File: src/rtl/pong_match_controller.sv
// Match sequencer for an N-player Pong game: scores, serve/rally/point/game-over flow.
// Optional PONG_WIN_BY_TWO_EN: a win also needs a 2-point lead over every other player.
module pong_match_controller #(
   parameter int unsigned NUM_PLAYERS           = 2,
   parameter int unsigned SCORE_WIDTH           = 4,
   parameter int unsigned POINTS_TO_WIN         = 11,
   parameter int unsigned SERVE_DELAY_IN_CLOCKS = 10000,
   parameter int unsigned POINT_HOLD_IN_CLOCKS  = 5000
) (
   input  logic                                 clk,
   input  logic                                 rst,
   input  logic                                 start,
   input  logic [NUM_PLAYERS-1:0]               point_scored,
   output logic [NUM_PLAYERS*SCORE_WIDTH-1:0]   scores,
   output logic                                 ball_enable,
   output logic                                 ball_recentre,
   output logic [$clog2(NUM_PLAYERS)-1:0]       serve_player,
   output logic                                 game_over,
   output logic [$clog2(NUM_PLAYERS)-1:0]       winner,
   output logic [2:0]                           match_state
);

   localparam int unsigned PW      = $clog2(NUM_PLAYERS);
   localparam int unsigned CNT_MAX = (SERVE_DELAY_IN_CLOCKS > POINT_HOLD_IN_CLOCKS) ?
                                     SERVE_DELAY_IN_CLOCKS : POINT_HOLD_IN_CLOCKS;
   localparam int unsigned CW      = $clog2(CNT_MAX + 1);
   localparam int unsigned SMAX    = (1 << SCORE_WIDTH) - 1;

   localparam logic [CW-1:0] SERVE_LOAD = CW'(SERVE_DELAY_IN_CLOCKS - 1);
   localparam logic [CW-1:0] HOLD_LOAD  = CW'(POINT_HOLD_IN_CLOCKS - 1);

   typedef enum logic [2:0] {
      S_IDLE       = 3'd0,
      S_SERVE_WAIT = 3'd1,
      S_RALLY      = 3'd2,
      S_POINT_HOLD = 3'd3,
      S_GAME_OVER  = 3'd4
   } state_t;

   state_t                 state_q, state_d;
   logic [CW-1:0]          cnt_q, cnt_d;
   logic [SCORE_WIDTH-1:0] score_q [NUM_PLAYERS];
   logic [SCORE_WIDTH-1:0] score_d [NUM_PLAYERS];
   logic [PW-1:0]          serve_q, serve_d;
   logic [PW-1:0]          winner_q, winner_d;
   logic                   armed_q, armed_d;
   logic                   recentre_q, recentre_d;
   logic                   ball_en_q;
   logic                   game_over_q;

   logic                   hit;
   logic [PW-1:0]          scorer;
   logic [SCORE_WIDTH-1:0] new_score;
   logic [PW-1:0]          serve_next;
   logic                   saturated;
   logic                   lead_ok;
   logic                   win;

   // Lowest-index scorer wins a simultaneous pulse; the rest are dropped.
   always_comb begin
      hit    = 1'b0;
      scorer = '0;
      for (int unsigned i = 0; i < NUM_PLAYERS; i++) begin
         if (point_scored[i] && !hit) begin
            hit    = 1'b1;
            scorer = PW'(i);
         end
      end
   end

   always_comb begin
      new_score  = (32'(score_q[scorer]) == SMAX) ? score_q[scorer]
                                                  : score_q[scorer] + SCORE_WIDTH'(1);
      saturated  = (32'(new_score) == SMAX);
      serve_next = (32'(scorer) == NUM_PLAYERS - 1) ? '0 : scorer + PW'(1);
      lead_ok    = 1'b1;
`ifdef PONG_WIN_BY_TWO_EN
      for (int unsigned i = 0; i < NUM_PLAYERS; i++) begin
         if (i != 32'(scorer) && 32'(new_score) < 32'(score_q[i]) + 32'd2) begin
            lead_ok = 1'b0;
         end
      end
`endif
      win = saturated || (32'(new_score) >= POINTS_TO_WIN && lead_ok);
   end

   always_comb begin
      state_d    = state_q;
      cnt_d      = cnt_q;
      score_d    = score_q;
      serve_d    = serve_q;
      winner_d   = winner_q;
      recentre_d = 1'b0;
      // A start level seen during a match never arms a restart; only a low level re-arms.
      if (!start) begin
         armed_d = 1'b1;
      end else if (state_q == S_IDLE || state_q == S_GAME_OVER) begin
         armed_d = armed_q;
      end else begin
         armed_d = 1'b0;
      end

      case (state_q)
         S_IDLE, S_GAME_OVER: begin
            if (start && armed_q) begin
               state_d    = S_SERVE_WAIT;
               cnt_d      = SERVE_LOAD;
               serve_d    = '0;
               recentre_d = 1'b1;
               armed_d    = 1'b0;
               for (int unsigned i = 0; i < NUM_PLAYERS; i++) begin
                  score_d[i] = '0;
               end
            end
         end
         S_SERVE_WAIT: begin
            if (cnt_q == '0) begin
               state_d = S_RALLY;
            end else begin
               cnt_d = cnt_q - CW'(1);
            end
         end
         S_RALLY: begin
            if (hit) begin
               score_d[scorer] = new_score;
               serve_d         = serve_next;
               if (win) begin
                  state_d  = S_GAME_OVER;
                  winner_d = scorer;
               end else begin
                  state_d = S_POINT_HOLD;
                  cnt_d   = HOLD_LOAD;
               end
            end
         end
         S_POINT_HOLD: begin
            if (cnt_q == '0) begin
               state_d    = S_SERVE_WAIT;
               cnt_d      = SERVE_LOAD;
               recentre_d = 1'b1;
            end else begin
               cnt_d = cnt_q - CW'(1);
            end
         end
         default: state_d = S_IDLE;
      endcase
   end

   always_ff @(posedge clk) begin
      if (rst) begin
         state_q     <= S_IDLE;
         cnt_q       <= '0;
         serve_q     <= '0;
         winner_q    <= '0;
         armed_q     <= 1'b1;
         recentre_q  <= 1'b0;
         ball_en_q   <= 1'b0;
         game_over_q <= 1'b0;
         for (int unsigned i = 0; i < NUM_PLAYERS; i++) begin
            score_q[i] <= '0;
         end
      end else begin
         state_q     <= state_d;
         cnt_q       <= cnt_d;
         serve_q     <= serve_d;
         winner_q    <= winner_d;
         armed_q     <= armed_d;
         recentre_q  <= recentre_d;
         ball_en_q   <= (state_d == S_RALLY);
         game_over_q <= (state_d == S_GAME_OVER);
         for (int unsigned i = 0; i < NUM_PLAYERS; i++) begin
            score_q[i] <= score_d[i];
         end
      end
   end

   always_comb begin
      scores = '0;
      for (int unsigned i = 0; i < NUM_PLAYERS; i++) begin
         scores[i*SCORE_WIDTH +: SCORE_WIDTH] = score_q[i];
      end
   end

   assign ball_enable   = ball_en_q;
   assign ball_recentre = recentre_q;
   assign serve_player  = serve_q;
   assign game_over     = game_over_q;
   assign winner        = winner_q;
   assign match_state   = state_q;

endmodule

File: config.mk
export PLATFORM = sky130hd
export DESIGN_NAME = pong_match_controller
export DESIGN_NICKNAME = d
export VERILOG_FILES = /design/src/rtl/pong_match_controller.sv
export SDC_FILE = /design/constraint.sdc
export NUM_CORES = 1
export LEC_CHECK = 0
export BUFFER_PORTS_ARGS = -buffer_cell sky130_fd_sc_hd__buf_4
export CAP_MARGIN = 10
export CORE_ASPECT_RATIO = 1.2
export CORE_MARGIN = 8
export CORE_UTILIZATION = 45
export DETAILED_ROUTE_END_ITERATION = 8
export GPL_ROUTABILITY_DRIVEN = 0
export PLACE_DENSITY = 0.71
export RECOVER_POWER = 25
export SYNTH_ARGS = -nofsm -noshare
export SYNTH_HDL_FRONTEND = slang
export SYNTH_SLANG_ARGS = --single-unit
export TNS_END_PERCENT = 10
File: constraint.sdc
create_clock -name clk -period 6.35 [get_ports clk]
set_input_delay 0.9525 -clock clk [delete_from_list [all_inputs] [get_ports clk]]
set_output_delay 0.9525 -clock clk [all_outputs]
set_load 0.05 [all_outputs]
; After elaboration in Yosys (flattened, before gate mapping)
; Index checks and enable logic that the tools add are counted.
[totals]
reg_bits = 31
wordCells = 79
input_bits = 5
output_inout_bits = 16
[classes]
eq_ne = 12
muxes = 36
magnitude_cmp = 3
reduce_logical = 14
n_addsub = 3
bitwise_logic = 1
[op_table]
columns = cell, count
row1 = 14-bit two-way mux, 5
row2 = 14-bit one-hot mux with 4 select lines, 1
row3 = 4-bit two-way mux, 5
row4 = 8-bit two-way mux, 2
row5 = 8-bit one-hot mux with 2 select lines, 1
row6 = 3-bit two-way mux, 5
row7 = 14-bit logical NOT, 1
row8 = 14-bit by 1-bit subtractor with 14-bit output (second input constant), 1
row9 = 1-bit two-way mux, 12
row10 = 3-bit one-hot mux with 4 select lines, 1
row11 = 3-bit by 2-bit == test with 1-bit output (second input constant), 3
row12 = 8-bit bitwise mux, 1
row13 = 4-bit == test (second input constant), 2
row14 = 2-bit inequality test (second input constant), 4
row15 = 3-bit == test (second input constant), 2
row16 = 3-bit AND reduction, 2
row17 = 5-bit AND reduction, 1
row18 = 4-bit by 1-bit adder with 4-bit output (second input constant), 1
row19 = 4-bit demux with 1-bit select, 1
row20 = 4-bit >= comparator (second input constant), 1
row21 = 1-bit one-hot mux with 2 select lines, 2
row22 = 4-bit nonzero test, 1
row23 = 3-bit by 1-bit == test with 1-bit output (second input constant), 1
row24 = 1-bit logical AND, 3
row25 = other kinds (9), 10

; Logic depth before layout (Yosys ltp)
[depth]
ltp_word = 16
depth_mapped = 10
mapped_depth_nobuf = 9

; Worst setup path before layout
; OpenSTA, ideal clock, no wires.
[synth_timing]
path_kind = input port to flip-flop
start = in point_scored[0]
end = reg cnt_q[6]
setup_ps = 122
cell_stages = 10
arrival_time_ps = 3129
setup_slack_ps = 3099
path_cell_list = buf_6 -> nand2b_4 -> buf_6 -> mux2_4 -> ha_1 -> nor3_1 -> o311ai_2 -> a211oi_2 -> o21ai_2 -> a311o_1
[synth_between]
elab_chain_cells = 14
elab_cells_between_ends = 18
cone_classes = 1 x add/sub / 1 x order compare / 4 x eq/ne / 7 x mux / 1 x bitwise / 4 x reduce/logical
[synth_lines]
columns = item, line
row1 = from (decl), 13  ; input logic [NUM_PLAYERS-1:0] point_scored,
row2 = 1-bit two-way mux *, 64  ; if (point_scored[i] && !hit) begin
row3 = 1-bit logical NOT, 64
row4 = 1-bit logical AND, 64
row5 = 1-bit two-way mux, 64
row6 = 1-bit inverter with 2-bit output (not written as such), "72, 73"
row7 = 4-bit two-way mux (not written as such) (3 in a row), "72, 73"
row8 = 4-bit by 1-bit adder with 4-bit output / 4-bit == test (equally long branches), "73, 72"
row9 = 4-bit two-way mux, 72  ; new_score = (32'(score_q[scorer]) == SMAX) ? score_q[scorer]
row10 = 4-bit >= comparator / 4-bit == test (equally long branches), "84, 74"
row11 = 1-bit logical OR, 84  ; win = saturated || (32'(new_score) >= POINTS_TO_WIN && lead_ok);
row12 = 2-bit inequality test (no source line), --
row13 = 5-bit AND reduction (no source line) *, --
row14 = to (signal assigned), 164  ; cnt_q <= cnt_d;
row15 = to (decl), 41  ; logic [CW-1:0] cnt_q, cnt_d;
; Mark *: on every way between the ends. The rest lies on a longest branch, timed or not. The select of a mux whose other input is x is not followed.
; A chain may end at the register's enable or synchronous reset.

; Worst setup path in the final report
; Ends and elaborated chain as after synthesis.

==> results.json <==
{
  "crit_path_max_fanout": 10,
  "rows": 25,
  "detail_route.wl_per_cell_um": 15.3,
  "syn_area_mm2": 0.00185,
  "wl_mm": 4.50,
  "whs_path_depth": 2,
  "setup_viol": 0,
  "via_per_inst": 5.79,
  "arrival_ns": 3.37,
  "p_leak_nw": 0.732,
  "async_flop_share_pct": 0,
  "syn_nets": 233,
  "layout_commonest_cell": "dfxtp_1",
  "maxCapViolCount": 0,
  "hpwl_mm": 3.29,
  "ys_ff_latch": 31,
  "area_growth_pct": 10.5,
  "p_total_uw": 564,
  "grt.busiest_layer": "met2",
  "worst_slack_ns": 3.14,
  "avgSynthCellArea_um2": 8.19,
  "vdd_drop_max_mv": 0.166,
  "synth_edf_count": 0,
  "clock-sinks": 31,
  "clk_pin_slew_ns": 0.06,
  "required_ns": 6.52,
  "grt_overflow": 0,
  "layout_common_cells": "dfxtp_1, nand2_1, a21oi_1, nor2_1, nand3_1",
  "vias": 1702,
  "power_density_mw_per_mm2": 276,
  "worstMarginPinSlew_ns": 1.31,
  "synth_top_area_share_pct": 33.5,
  "cp-start-kind": "input port",
  "fin_crit_sh_pct": 50.5,
  "ys.flop_type": "dfxtp_1",
  "slew_headroom_pct": 12.6,
  "grt_usage_pct": 15.1,
  "first_global_vias": 1638,
  "ys_warn_count": 0,
  "netlist_top_cells_area": "dfxtp_1, nand2_1, a21oi_1, nand3_1, nor3_1",
  "synth_top_cell_by_area": "dfxtp_1",
  "post-route-drc-count": 0,
  "yosys.area_share.simple_pct": 27.6,
  "drive_gt1_share_pct": 15.0,
  "fin_crit_ns": 3.21,
  "antenna_found_initial": 0,
  "r2r_slack_ns": 3.49,
  "met1_usage_pct": 17.4,
  "worstSkewPairLatency_ns": 0.28,
  "grtUsageMet3_pct": 4.16,
  "r2r_end": "cnt_q[7]$_SDFFE_PP0P_",
  "htree_levels": 2,
  "grt_max_degree": 27,
  "end_kind": "flip-flop",
  "drt_iter0_drc": 101,
  "port_buffers": 20,
  "cts_tree": "done",
  "finalHoldViolCount": 0,
  "rsz0062_at_grt": "false",
  "synth_compound_area_share_pct": 28.0,
  "path_class": "input port to flip-flop",
  "startpoint": "point_scored[0]",
  "postCtsHoldBufs": 0,
  "met2_usage_pct": 25.1,
  "clock_path_buffers": 2,
  "initial_core_util_pct": 47.0,
  "num_io_pins": 21,
  "synth_seq_area_share_pct": 33.5,
  "clock.fmax_mhz": 312,
  "muxShareOfSynthArea_pct": 3.04,
  "synthAdderAreaFrac_pct": 1.35,
  "route.antenna.remaining_nets": 0,
  "timing.rr.start": "cnt_q[0]$_SDFFE_PP0P_",
  "layout.nets": 248,
  "skew_ns": 0.00489,
  "fp.dieW_um": 74.5,
  "cts_buffers": 5,
  "slew_violations": 0,
  "synth_top_family_by_area": "compound AO/OA/AOI/OAI gates",
  "min_from": "serve_player$_SDFFE_PP0P_",
  "cts_setup_buffers": 0,
  "final.setup.tns_ns": 0,
  "worstHoldPathType": "flip-flop to flip-flop",
  "chipHeight_um": 86.2,
  "synth.distinct_cells": 55,
  "cts_root_buf": "clkbuf_8",
  "syn_inst": 226,
  "dr.pass1.iters": 4,
  "dpl_worst_slack_ns": 2.88,
  "hold_end": "serve_player$_SDFFE_PP0P_",
  "r2r_cells": 8,
  "cts_resized": 0,
  "num_antenna_cells": 0,
  "synthXorXnorAreaFrac_pct": 0.473,
  "status": "finished, final reports clean",
  "design.core.area_mm2": 0.00394,
  "die-area_mm2": 0.00643,
  "grt_first_pass_wirelength_mm": 7.69
}
[Yosys cell counts, types with 2 or more instances]
master / number
a21boi_0: 2
and4bb_2: 2
buf_6: 2
nand3_1: 14
and2_1: 2
ha_1: 2
nor3b_1: 2
a2111oi_2: 2
and4_1: 2
o21ai_0: 7
clkbuf_1: 8
nor2_1: 17
nor4_1: 4
mux2i_1: 3
nor3_1: 13
buf_2: 2
a21oi_1: 19
inv_1: 13
a211oi_1: 2
nand4_1: 2
a31oi_1: 6
o211a_1: 2
nand2b_1: 2
dfxtp_1: 31
o211ai_1: 5
nand2_1: 26
a221oi_2: 2
o31ai_1: 2
or3_1: 4
[flip-flops by register name, summed over array words and instances (netlist names)]
signal         count
scores             8
armed_q            1
winner             1
match_state        3
serve_player       1
game_over          1
ball_enable        1
cnt_q             14
ball_recentre      1
[worst max-delay path by stage]
stage | endpoint | slack, ns
2_1_floorplan | cnt_q[6]$_SDFFE_PP0P_ | 3.10
3_3_place_gp | cnt_q[6]$_SDFFE_PP0P_ | 2.94
3_5_place_dp | cnt_q[6]$_SDFFE_PP0P_ | 2.88
4_1_cts | cnt_q[6]$_SDFFE_PP0P_ | 3.17
5_1_grt | cnt_q[13]$_SDFFE_PP0P_ | 2.92
6_report | cnt_q[6]$_SDFFE_PP0P_ | 3.14
[logic make-up after synthesis]
family,after synthesis
AOI/OAI and AO/OA,67
and+or+nand+nor,95
buffers and inverters,25
adders and majority gates,2
muxes,5
xor gates and xnor gates,1
DFF,31
[critical path, stage by stage]
cell and delay, ns:
buf_4 0.14, nand2b_4 0.19, mux2_4 0.33, ha_1 0.34, nor3_1 0.22, o311ai_2 0.16, a211oi_2 0.44, o21ai_2 0.18
a311o_1 0.42
[metrics by stage]
step                cells  util, %  hold slack (ns)  cell area [um^2]
CTS                   294     52.7            0.480              2080
floorplan             226        -            0.465              1850
finish                294     51.9            0.471              2040
global placement      288     50.9            0.460              2010
detailed placement    288     50.9            0.470              2010
global route          294     51.9            0.518              2040
[per-layer routing]
metal	wire length [um]	vias up	part of all wire, %
li1	-	866	-
met1	2010	797	45
met2	2210	32	49
met3	206	7	4.6
met4	74	0	1.6
met5	0	-	0
[final cells by class]
cell class                      count  area [um^2]
Tap cell                           54         67.6
Clock buffer                        6         72.6
Sequential cell                    31          621
Timing Repair Buffer               20          116
Fill cell                         413         1900
Multi-Input combinational cell    170         1120
Inverter                           13         48.8
[report_power, final]
part           switching (mW)  total [mW]  internal [mW]
Combinational           0.115       0.183         0.0681
Clock                  0.0657       0.138         0.0728
Sequential             0.0270       0.243          0.216
Total                   0.208       0.564          0.356
(Power assumes the default switching activity.)
